**src/rtl/mult8_pkg.sv**
```systemverilog
// rtl/mult8_pkg.sv - shared states, widths and step helpers for the 8x8 sequential multiplier
package mult8_pkg;

    typedef enum logic [1:0] {
        IDLE = 2'd0,
        MUL  = 2'd1,
        DONE = 2'd2
    } state_t;

    localparam int NUM_STEPS = 4;
    localparam int OPND_W    = 8;
    localparam int NIB_W     = 4;
    localparam int PROD_W    = 16;
    localparam int STEP_W    = $clog2(NUM_STEPS);

    // Step 0 -> 0, steps 1/2 -> 4, step 3 -> 8: the shift is NIB_W times the count of high nibbles used.
    function automatic logic [3:0] step_shift(input logic [STEP_W-1:0] step);
        return {step[1] & step[0], step[1] ^ step[0], 2'b00};
    endfunction

endpackage

```
**src/rtl/array_multiplier.sv**
```systemverilog
// rtl/array_multiplier.sv - combinational WxW unsigned array multiplier
module array_multiplier #(
    parameter int W = 4
) (
    input  logic [W-1:0]   a,
    input  logic [W-1:0]   b,
    output logic [2*W-1:0] p
);

    always_comb begin
        p = '0;
        for (int i = 0; i < W; i++) begin
            if (b[i]) begin
                p = p + ({{W{1'b0}}, a} << i);
            end
        end
    end

endmodule

```
**src/rtl/mult8_seq_ctrl.sv**
```systemverilog
// rtl/mult8_seq_ctrl.sv - 8x8 multiply over four 4x4 steps; MULT8_ZERO_SKIP_EN enables zero-operand bypass
module mult8_seq_ctrl
    import mult8_pkg::*;
#(
    parameter int TAG_W = 4
) (
    input  logic              clk,
    input  logic              rst,
    input  logic              in_valid,
    output logic              in_ready,
    input  logic [7:0]        in_a,
    input  logic [7:0]        in_b,
    input  logic [TAG_W-1:0]  in_tag,
    output logic              out_valid,
    input  logic              out_ready,
    output logic [15:0]       out_p,
    output logic [TAG_W-1:0]  out_tag
);

    state_t                state;
    logic [STEP_W-1:0]     step;
    logic [OPND_W-1:0]     a_reg;
    logic [OPND_W-1:0]     b_reg;
    logic [TAG_W-1:0]      tag_reg;
    logic [PROD_W-1:0]     acc;

    logic [NIB_W-1:0]      nib_a;
    logic [NIB_W-1:0]      nib_b;
    logic [2*NIB_W-1:0]    pp;
    logic [PROD_W-1:0]     pp_shifted;
    logic                  skip;

    // Bit 0 of step selects the high multiplicand nibble, bit 1 the high multiplier nibble.
    assign nib_a      = step[0] ? a_reg[OPND_W-1:NIB_W] : a_reg[NIB_W-1:0];
    assign nib_b      = step[1] ? b_reg[OPND_W-1:NIB_W] : b_reg[NIB_W-1:0];
    assign pp_shifted = PROD_W'(pp) << step_shift(step);

    array_multiplier #(.W(NIB_W)) u_mult (
        .a (nib_a),
        .b (nib_b),
        .p (pp)
    );

`ifdef MULT8_ZERO_SKIP_EN
    assign skip = (in_a == '0) || (in_b == '0);
`else
    assign skip = 1'b0;
`endif

    assign out_p   = acc;
    assign out_tag = tag_reg;

    always_ff @(posedge clk or posedge rst) begin
        if (rst) begin
            state     <= IDLE;
            step      <= '0;
            a_reg     <= '0;
            b_reg     <= '0;
            tag_reg   <= '0;
            acc       <= '0;
            in_ready  <= 1'b1;
            out_valid <= 1'b0;
        end else begin
            case (state)
                IDLE: begin
                    if (in_valid) begin
                        a_reg    <= in_a;
                        b_reg    <= in_b;
                        tag_reg  <= in_tag;
                        acc      <= '0;
                        step     <= '0;
                        in_ready <= 1'b0;
                        if (skip) begin
                            state     <= DONE;
                            out_valid <= 1'b1;
                        end else begin
                            state <= MUL;
                        end
                    end
                end
                MUL: begin
                    acc  <= acc + pp_shifted;
                    step <= step + 1'b1;
                    if (step == STEP_W'(NUM_STEPS - 1)) begin
                        state     <= DONE;
                        out_valid <= 1'b1;
                    end
                end
                DONE: begin
                    if (out_ready) begin
                        state     <= IDLE;
                        out_valid <= 1'b0;
                        in_ready  <= 1'b1;
                    end
                end
                default: begin
                    state     <= IDLE;
                    out_valid <= 1'b0;
                    in_ready  <= 1'b1;
                end
            endcase
        end
    end

endmodule

```
**config.mk**
```make
export PLATFORM = sky130hd
export DESIGN_NAME = mult8_seq_ctrl
export DESIGN_NICKNAME = d
export VERILOG_FILES = /design/src/rtl/mult8_pkg.sv /design/src/rtl/array_multiplier.sv /design/src/rtl/mult8_seq_ctrl.sv
export SDC_FILE = /design/constraint.sdc
export NUM_CORES = 1
export LEC_CHECK = 0
export CAP_MARGIN = 20
export CORE_MARGIN = 1.5
export CORE_UTILIZATION = 50
export DETAILED_ROUTE_END_ITERATION = 8
export GPL_TIMING_DRIVEN = 0
export HOLD_SLACK_MARGIN = 0.03
export PLACE_DENSITY = 0.82
export SETUP_SLACK_MARGIN = 0.02
export SLEW_MARGIN = 15
export SYNTH_ARGS = -nofsm -noshare
export SYNTH_HDL_FRONTEND = slang
export SYNTH_HIERARCHICAL = 1
export SYNTH_SLANG_ARGS = --single-unit
```
**constraint.sdc**
```tcl
create_clock -name clk -period 11.24 [get_ports clk]
set_clock_uncertainty 0.2 [all_clocks]
set_input_delay 2.248 -clock clk [delete_from_list [all_inputs] [get_ports clk]]
set_output_delay 2.248 -clock clk [all_outputs]
set_load 0.03 [all_outputs]
```
# Yosys cells after proc, flatten, opt, wreduce, memory -nomap -nowiden
# Index checks and enable logic that the tools add are counted.
[totals] elab_cells=51 in_bits=24 regBits=42 output_inout_bits=22
[classes] n_addsub=5 mux=20 bitwise_logic=4 shifts=1 n_reduce_logical=7 n_eq_ne=6
[ops] op="case mux 16 bit (2 select lines)" count=1
[ops] op="2-to-1 mux 8 bit" count=3
[ops] op="adder 16 bit" count=1
[ops] op="2-to-1 mux 16 bit" count=1
[ops] op="<< shifter 8 x 4 -> 16 bit" count=1
[ops] op="2-to-1 mux 4 bit" count=3
[ops] op="AND reduction 3 bit" count=3
[ops] op="adder 8 x 5 -> 8 bit" count=1
[ops] op="adder 8 x 6 -> 8 bit" count=1
[ops] op="adder 8 x 7 -> 8 bit" count=1
[ops] op="2-to-1 mux 2 bit" count=4
[ops] op="!= test 2 bit, second input constant" count=3
[ops] op="case mux 1 bit (3 select lines)" count=2
[ops] op="case mux 2 bit (3 select lines)" count=1
[ops] op="== test 2 bit, second input constant" count=2
[ops] op="2-to-1 mux 1 bit" count=4
[ops] op="case mux 2 bit (2 select lines)" count=1
[ops] op="AND reduction 2 bit" count=2
[ops] op="adder 2 x 1 -> 2 bit, second input constant" count=1
[ops] op="== test 2 x 1 -> 1 bit, second input constant" count=1
[ops] op="logical NOT 2 bit" count=1
[ops] op="inverter 1 bit" count=2
[ops] op="nonzero test 2 bit" count=1
[ops] op="bitwise AND 1 bit" count=1
[ops] op="XOR 1 bit" count=1

# Logic depth before layout (Yosys ltp)
# Gate-level depths: netlist of run 1.
[depth] ltp_word=11 depth_mapped=26 depth_no_buf=26

# By module
# The synthesis of run 1 kept the hierarchy.
[modules_own_cells] mod="mult8_seq_ctrl" n_inst=1 cells_each=274 area_each_um2=2687.6 seq_area_each_um2=1052.3
[modules_own_cells] mod="array_multiplier" n_inst=1 cells_each=69 area_each_um2=563.0 seq_area_each_um2=0.0

# Worst setup path before layout of run 1
# No wires, ideal clock.
[synth_path] path_kind="reg2reg" from="register step[0]" to="register acc[15] (netlist: out_p[15])" required_ns=10.908 synth_period_minus_slack_ns=5.625 path_stages_with_launch=25 path_buffers=0 slack_ns=5.615 t_arrival_ns=5.294 setup_time_ns=0.132 cell_sequence="dfrtp_1 > mux2_2 > and2_1 > ha_1 > inv_1 > fa_1 > mux2i_1 > ha_1 > inv_1 > fa_1 > nand2_1 > a21boi_1 > ha_1 > fa_1 > a21o_1 > a21oi_1 > nor2b_1 > mux2i_1 > nor2_1 > ha_1 > nand4_2 > a2111oi_2 > o21ai_0 > nand4b_1 > or3b_1"
[synth_between] elab_chain_len=11 elab_cells_between_ends=13 cone_classes="add/sub (4); shift (1); mux (6); bitwise (2)"
[synth_lines] element="start: declaration" line_no="mult8_seq_ctrl.sv:21" text="logic [STEP_W-1:0] step;"
[synth_lines] element="start signal: assignment" line_no="mult8_seq_ctrl.sv:83" text="step <= step + 1'b1;"
[synth_lines] element="2-to-1 mux 4 bit *" line_no="mult8_seq_ctrl.sv:34" text="assign nib_a = step[0] ? a_reg[OPND_W-1:NIB_W] : a_reg[NIB_W-1:0];"
[synth_lines] element="net nib_a[1]" line_no="mult8_seq_ctrl.sv:27" text="logic [NIB_W-1:0] nib_a;"
[synth_lines] element="2-to-1 mux 4 bit" line_no="array_multiplier.sv:13" text="if (b[i]) begin"
[synth_lines] element="adder 8 x 5 -> 8 bit" line_no="array_multiplier.sv:14" text="p = p + ({{W{1'b0}}, a} << i);"
[synth_lines] element="2-to-1 mux 8 bit" line_no="array_multiplier.sv:13"
[synth_lines] element="adder 8 x 6 -> 8 bit" line_no="array_multiplier.sv:14"
[synth_lines] element="2-to-1 mux 8 bit" line_no="array_multiplier.sv:13"
[synth_lines] element="adder 8 x 7 -> 8 bit" line_no="array_multiplier.sv:14"
[synth_lines] element="2-to-1 mux 8 bit *" line_no="array_multiplier.sv:13"
[synth_lines] element="net pp[7]" line_no="mult8_seq_ctrl.sv:29" text="logic [2*NIB_W-1:0] pp;"
[synth_lines] element="<< shifter 8 x 4 -> 16 bit *" line_no="mult8_seq_ctrl.sv:36" text="assign pp_shifted = PROD_W'(pp) << step_shift(step);"
[synth_lines] element="adder 16 bit *" line_no="mult8_seq_ctrl.sv:82" text="acc <= acc + pp_shifted;"
[synth_lines] element="case mux 16 bit (2 select lines) *" line_no="mult8_seq_ctrl.sv:64" text="case (state)"
[synth_lines] element="end signal: assignment" line_no="mult8_seq_ctrl.sv:82"
[synth_lines] element="end: declaration" line_no="mult8_seq_ctrl.sv:25" text="logic [PROD_W-1:0] acc;"
# Mark *: on every way through the listed nets, which the timed path passes. The rest lies on a longest branch.
# A chain may end at the register's enable or synchronous reset.

# Worst setup path after layout of run 1
# Same ends and word-level chain as after synthesis.

==> results.yml, run 1 <==
synthesis:
  synthFlopType: "dfrtp_1"
  yosysWarnings: 6
  async_flop_share_pct: 100
  synth.distinct_cells: 61
  synth_edf_count: 0
  ys_seq_area_share_pct: 32.4
  synth_fp_nets: 399
  synth_cells: 343
  ys_ff_latch: 42
  synthesis.area_sq_um: 3250
  syn_avg_cell_area_sq_um: 9.48
detailed_routing:
  vias: 2772
  wire_per_inst_microns: 16.1
  routed_wirelength_microns: 7620
  ant_nets: 0
  drc_errors: 0
  via_per_inst: 5.85
  drt_iter0_markers: 242
  dr.pass1.iters: 6
cells_and_area:
  nNetsFinal: 452
  final_util_pct: 61.9
  instances_no_fill: 474
  drive_gt1_share_pct: 14.1
  area_growth_pct: 20.3
  n_antenna_cell: 0
  largest_register_ffs: 16
  nFillCells: 533
timing:
  final_max_slew_viol_count: 0
  slew_headroom_pct: 59.3
  max_clock_freq_mhz: 156
  grt_setup_unrepaired: "no"
  finalHoldViolCount: 0
  final.period_utilization_pct: 56.9
  min_period_ps: 6400
  worstMarginPinSlew_ps: 606
  fin_hold_ws_ps: 314
  setup_viol: 0
  fin_tns_setup_ps: 0
worst_hold_path:
  min_path_type: "reg -> reg"
  hold_path_depth: 1
  min_to: "a_reg[1]"
  min_from: "a_reg[1]"
setup_path:
  r2r_setup_slack_ps: 4840
  crit_fanout: 8
  crit_type: "reg -> reg"
  critical-path-top-delay-family: "adder cells"
  cp.required_ps: 11240
  path_buf_inv: 2
  r2r_cells: 24
  cpPeakStageDelay_ps: 540
  start_kind: "register"
  path_cells: "mux2_2, and2_1, ha_1, inv_1, fa_1, mux2i_1, ha_1, inv_1, fa_1, nand2_1, a21boi_1, ha_1, fa_1, a21o_1, a21oi_1, nor2b_1, mux2i_1, nor2_1, ha_1, nand4_2, a2111oi_2, o21ai_0, nand4b_1, or3b_1"
  timing.rr.end: "out_p[15]"
  endpoint_kind: "register"
  cp_slowest_cell: "dfrtp_1"
  worstReg2RegStart: "step[0]"
  crit_arrival_ps: 6400
  critPathMostFrequentCell: "ha_1"
status:
  status: "finished, final reports clean"
clock_network:
  cts_tree: "yes"
  clkSlewWorstSetupHoldPaths_ps: 90
  cts_buffers: 5
  insertion_delay_ps: 310
  hold_buffers: 0
  root_buffer: "clkbuf_8"
  clock_path_buffers: 2
  cts_setup_buffers: 0
  cts_max_level: 2
  cts_sinks: 42
  cts_resized: 0
die:
  ios: 46
  initial_core_util_pct: 51.5
  die_w_microns: 83.6
  die-area_sq_um: 6990
  fp.dieH_microns: 83.6
  num_rows: 29
  coreArea_sq_um: 6310
grt:
  grt_use_total_pct: 22.3
  grt_pass1_vias: 2658
  antenna_found_initial: 0
  grt_overflow: 0
  grt_pass1_wl_microns: 12700
  grt_max_degree: 29
place:
  place_inst: 466
  io_buffers: 45
  dpl.hpwl_microns: 5850
  gp_congestion: 0.902
flow_run:
  cap_violations: 0
worst reg2reg max path: cells and delay by family (launching register included):
kind,cells,cell delay (ps)
simple gates,7,1150
mux,3,940
flops,1,540
fa+ha+maj,7,2350
compound gates,5,970
buf+inv,2,140
per-stage QoR:
| stage | area (sq um) | worst slack (ps) |
|---|---|---|
| after CTS | 3910 | 4880 |
| after global placement | 3800 | 4990 |
| after global routing | 3910 | 4510 |
| final | 3910 | 4840 |
| after detailed placement | 3820 | 4910 |
| after floorplan | 3250 | 5610 |
routing by layer:
| layer | up-vias | share of wire (%) | global-route usage [%] |
|---|---|---|---|
| li1 | 1356 | - | - |
| met1 | 1317 | 45 | 29.4 |
| met2 | 87 | 49 | 38.5 |
| met3 | 12 | 4.5 | 2.77 |
| met4 | 0 | 1.6 | 6.11 |
| met5 | - | 0 | 0 |
synth_stat cells, types with 2 or more instances:
master	n	area share, %
dfrtp_1	41	32
nand2_1	34	3.9
mux2_2	31	11
ha_1	28	11
nor2_1	22	2.5
a21oi_1	21	3.2
o21ai_0	15	2.3
inv_1	14	1.6
and2_1	10	1.9
nand3_1	8	1.2
xor2_1	8	2.2
buf_2	7	1.1
mux2i_1	7	2.2
a22o_1	6	1.6
clkbuf_1	6	0.69
nor3_1	6	0.92
a21o_1	5	1.2
fa_1	4	2.5
nand2b_1	4	0.77
nor2b_1	4	0.77
o21a_1	4	0.92
o22ai_1	4	0.77
a211oi_1	3	0.69
a31oi_1	3	0.58
nand4_1	3	0.58
o31ai_1	3	0.69
xnor2_1	3	0.81
a211o_1	2	0.54
nor3b_1	2	0.46
o211ai_1	2	0.46
o32ai_1	2	0.54
or4_1	2	0.46
cell families (layout without fill, tap and decap cells):
kind of cell	Yosys count	count (layout)	synth area share, %
compound gates	87	87	18.4
xor+xnor	11	11	2.96
fa+ha+maj	33	33	13.5
buf+inv	28	82	3.73
flops	42	42	32.4
mux	39	39	13.2
simple gates	103	103	15.7
final cells by class:
| type | count | area (sq um) | share of cell area, % |
|---|---|---|---|
| Buffer | 14 | 68.8 | 1.76 |
| Clock buffer | 5 | 68.8 | 1.76 |
| Clock inverter | 3 | 23.8 | 0.608 |
| Inverter | 14 | 52.6 | 1.34 |
| Multi-Input combinational cell | 273 | 2080 | 53.1 |
| Sequential cell | 42 | 1050 | 26.9 |
| Tap cell | 77 | 96.3 | 2.46 |
| Timing Repair Buffer | 46 | 470 | 12.0 |
how the worst max path moves through the flow:
stage / from / end / slack [ps] / depth (start not counted)
after global routing: step[0] / out_p[15] / 4510 / 24
after detailed placement: step[0] / out_p[15] / 4910 / 24
final: step[0] / out_p[15] / 4840 / 24
after CTS: step[0] / out_p[15] / 4880 / 24
after global placement: step[0] / out_p[15] / 4990 / 24
after floorplan: step[0] / out_p[15] / 5610 / 24
layout by cell type, fill, tap and decap left out, drive strengths merged, types with 3 or more instances in the layout:
cell	n
mux2i	7
o31ai	3
o22ai	4
xnor2	3
and2	10
a31oi	3
a211oi	3
nand4	4
nand2b	4
nand3	8
nand2	34
nor2	22
dfrtp	41
a22o	6
a21o	5
xor2	8
buf	9
clkbuf	11
nor2b	4
mux2	32
a21oi	21
o21a	4
clkdlybuf4s50	45
inv	15
ha	28
fa	4
nor3	6
o21ai	16
Power of run 1 is left out: the tool's default activity adds up to more than one toggle a clock period on the data nets, which glitch-free logic cannot reach.
==> run 2, diff against run 1 <==
- PLACE_DENSITY: 0.82 -> 0.85
- clock period: 11.24 -> 5.3 ns (I/O delays scaled with it)
==> results.yml, run 2 (synthesis gave the netlist of run 1 again) <==
clock_network:
  cts_max_level: 2
  clkSlewWorstSetupHoldPaths_ps: 90
  clock_path_buffers: 2
  hold_buffers: 0
  cts_buffers: 5
  cts_sinks: 42
  cts_tree: "yes"
  root_buffer: "clkbuf_8"
  insertion_delay_ps: 310
detailed_routing:
  dr.pass1.iters: 5
  via_per_inst: 6.62
  drt_iter0_markers: 278
  vias: 3441
  routed_wirelength_microns: 11100
  wire_per_inst_microns: 21.4
  drc_errors: 0
  ant_nets: 0
setup_path:
  critical-path-top-delay-family: "adder cells"
  endpoint_kind: "register"
  cp_slowest_cell: "fa_1"
  start_kind: "register"
  timing.rr.end: "out_p[15]"
  critPathLaunch: "step[0]"
  cp.required_ps: 5290
  crit_path_end: "out_p[15]"
  crit_type: "reg -> reg"
  worstReg2RegStart: "step[0]"
  crit_arrival_ps: 6070
  cp.depth: 23
  critPathMostFrequentCell: "ha_2"
  r2r_cells: 23
  path_cells: "mux2_4, buf_4, inv_1, fa_2, mux2i_4, ha_2, inv_2, fa_1, nand2_1, a21boi_2, ha_2, fa_2, xor2_1, a32oi_1, o31ai_2, mux2i_1, nor2_1, ha_2, nand2_4, a2111oi_4, o21ai_2, nand4b_1, or3b_1"
  path_buf_inv: 3
  r2r_setup_slack_ps: -780
  crit_fanout: 5
  cpPeakStageDelay_ps: 520
flow_run:
  cap_violations: 0
timing:
  fin_tns_setup_ps: -7550
  max_clock_freq_mhz: 164
  final.period_utilization_pct: 115
  slew_headroom_pct: 60.9
  finalHoldViolCount: 0
  fin_ws_ps: -780
  grt_setup_unrepaired: "yes"
  setup_viol: 11
  min_period_ps: 6080
  final_max_slew_viol_count: 0
  worstMarginPinSlew_ps: 586
die:
  ios: 46
  initial_core_util_pct: 51.5
  die_w_microns: 83.6
  num_rows: 29
  fp.dieH_microns: 83.6
  die-area_sq_um: 6990
  coreArea_sq_um: 6310
cells_and_area:
  largest_register_ffs: 16
  nNetsFinal: 498
  area_growth_pct: 43.5
  final_common_cell: "clkdlybuf4s50_1"
  drive_gt1_share_pct: 36.1
  seqCellArea_sq_um: 1050
  multi_input_area_sq_um: 2450
  final_cell_mix: "clkdlybuf4s50_1, buf_4, dfrtp_1, mux2_2, nand2_1"
  nFillCells: 391
  n_antenna_cell: 0
grt:
  antenna_found_initial: 0
  grt_pass1_wl_microns: 16200
  grt_use_total_pct: 28.6
  grt_max_degree: 28
  grt_pass1_vias: 3401
  grt_overflow: 0
place:
  dp_slack_ps: -633
  io_buffers: 45
  dpl.hpwl_microns: 6020
  gp_congestion: 0.906
status:
  violations: "setup timing"
  status: "finished, violations left"
worst_hold_path:
  min_path_type: "reg -> reg"
==> run 2: changes by cell type in the layout (fill, tap and decap cells not counted), sizes merged <==
| cell | previous run | this run |
|---|---|---|
| buf | 9 | 55 |
| clkinv | 0 | 2 |
| clkinvlp | 2 | 0 |
| clkbuf | 11 | 12 |
| inv | 15 | 14 |
==> run 2: worst min path at each step <==
stage          cells past startpoint         end  slack [ps]       start
2_1_floorplan                      1    a_reg[6]         270    a_reg[6]
3_3_place_gp                       1    b_reg[7]         290    b_reg[7]
3_5_place_dp                       1  out_tag[2]         300  out_tag[2]
4_1_cts                            1  out_tag[2]         310  out_tag[2]
5_1_grt                            1    b_reg[7]         330    b_reg[7]
6_report                           1  out_tag[2]         310  out_tag[2]
==> run 2: layout make-up <==
type | instances | share of cell area, %
repair buffers | 93 | 18.1
clock buffers | 6 | 1.56
clock inverters | 2 | 0.295
plain buffers | 13 | 1.69
multi-input cells | 273 | 52.5
well taps | 77 | 2.06
inverters | 14 | 1.13
flip-flops and latches | 42 | 22.6
==> run 2: per-stage QoR <==
stage	cells	cell area (sq um)	hold slack [ps]	util, %
final	520	4670	312	73.9
after global routing	520	4670	333	73.9
after CTS	499	4350	314	68.9
after detailed placement	466	3900	296	61.8
after global placement	465	3880	285	61.4
after floorplan	343	3330	275	-
==> run 2: timing repair <==
| action | 4_1_cts | 5_1_grt |
|---|---|---|
| pin swaps | 30 | 28 |
| buffers inserted | 25 | 22 |
| setup endpoints to repair | 12 | 12 |
| resized for setup | 45 | 29 |
| cloned | 0 | 0 |
==> run 2: metal layers <==
metal / wire [microns] / share of wire, % / global-route usage (%) / vias up
met5: 0 / 0 / 0 / -
met4: 618 / 5.6 / 16.5 / 0
met1: 3960 / 36 / 31.9 / 1648
met2: 5560 / 50 / 51.2 / 257
li1: - / - / - / 1452
met3: 969 / 8.7 / 4.85 / 84
Power of run 2 is left out for the same reason.
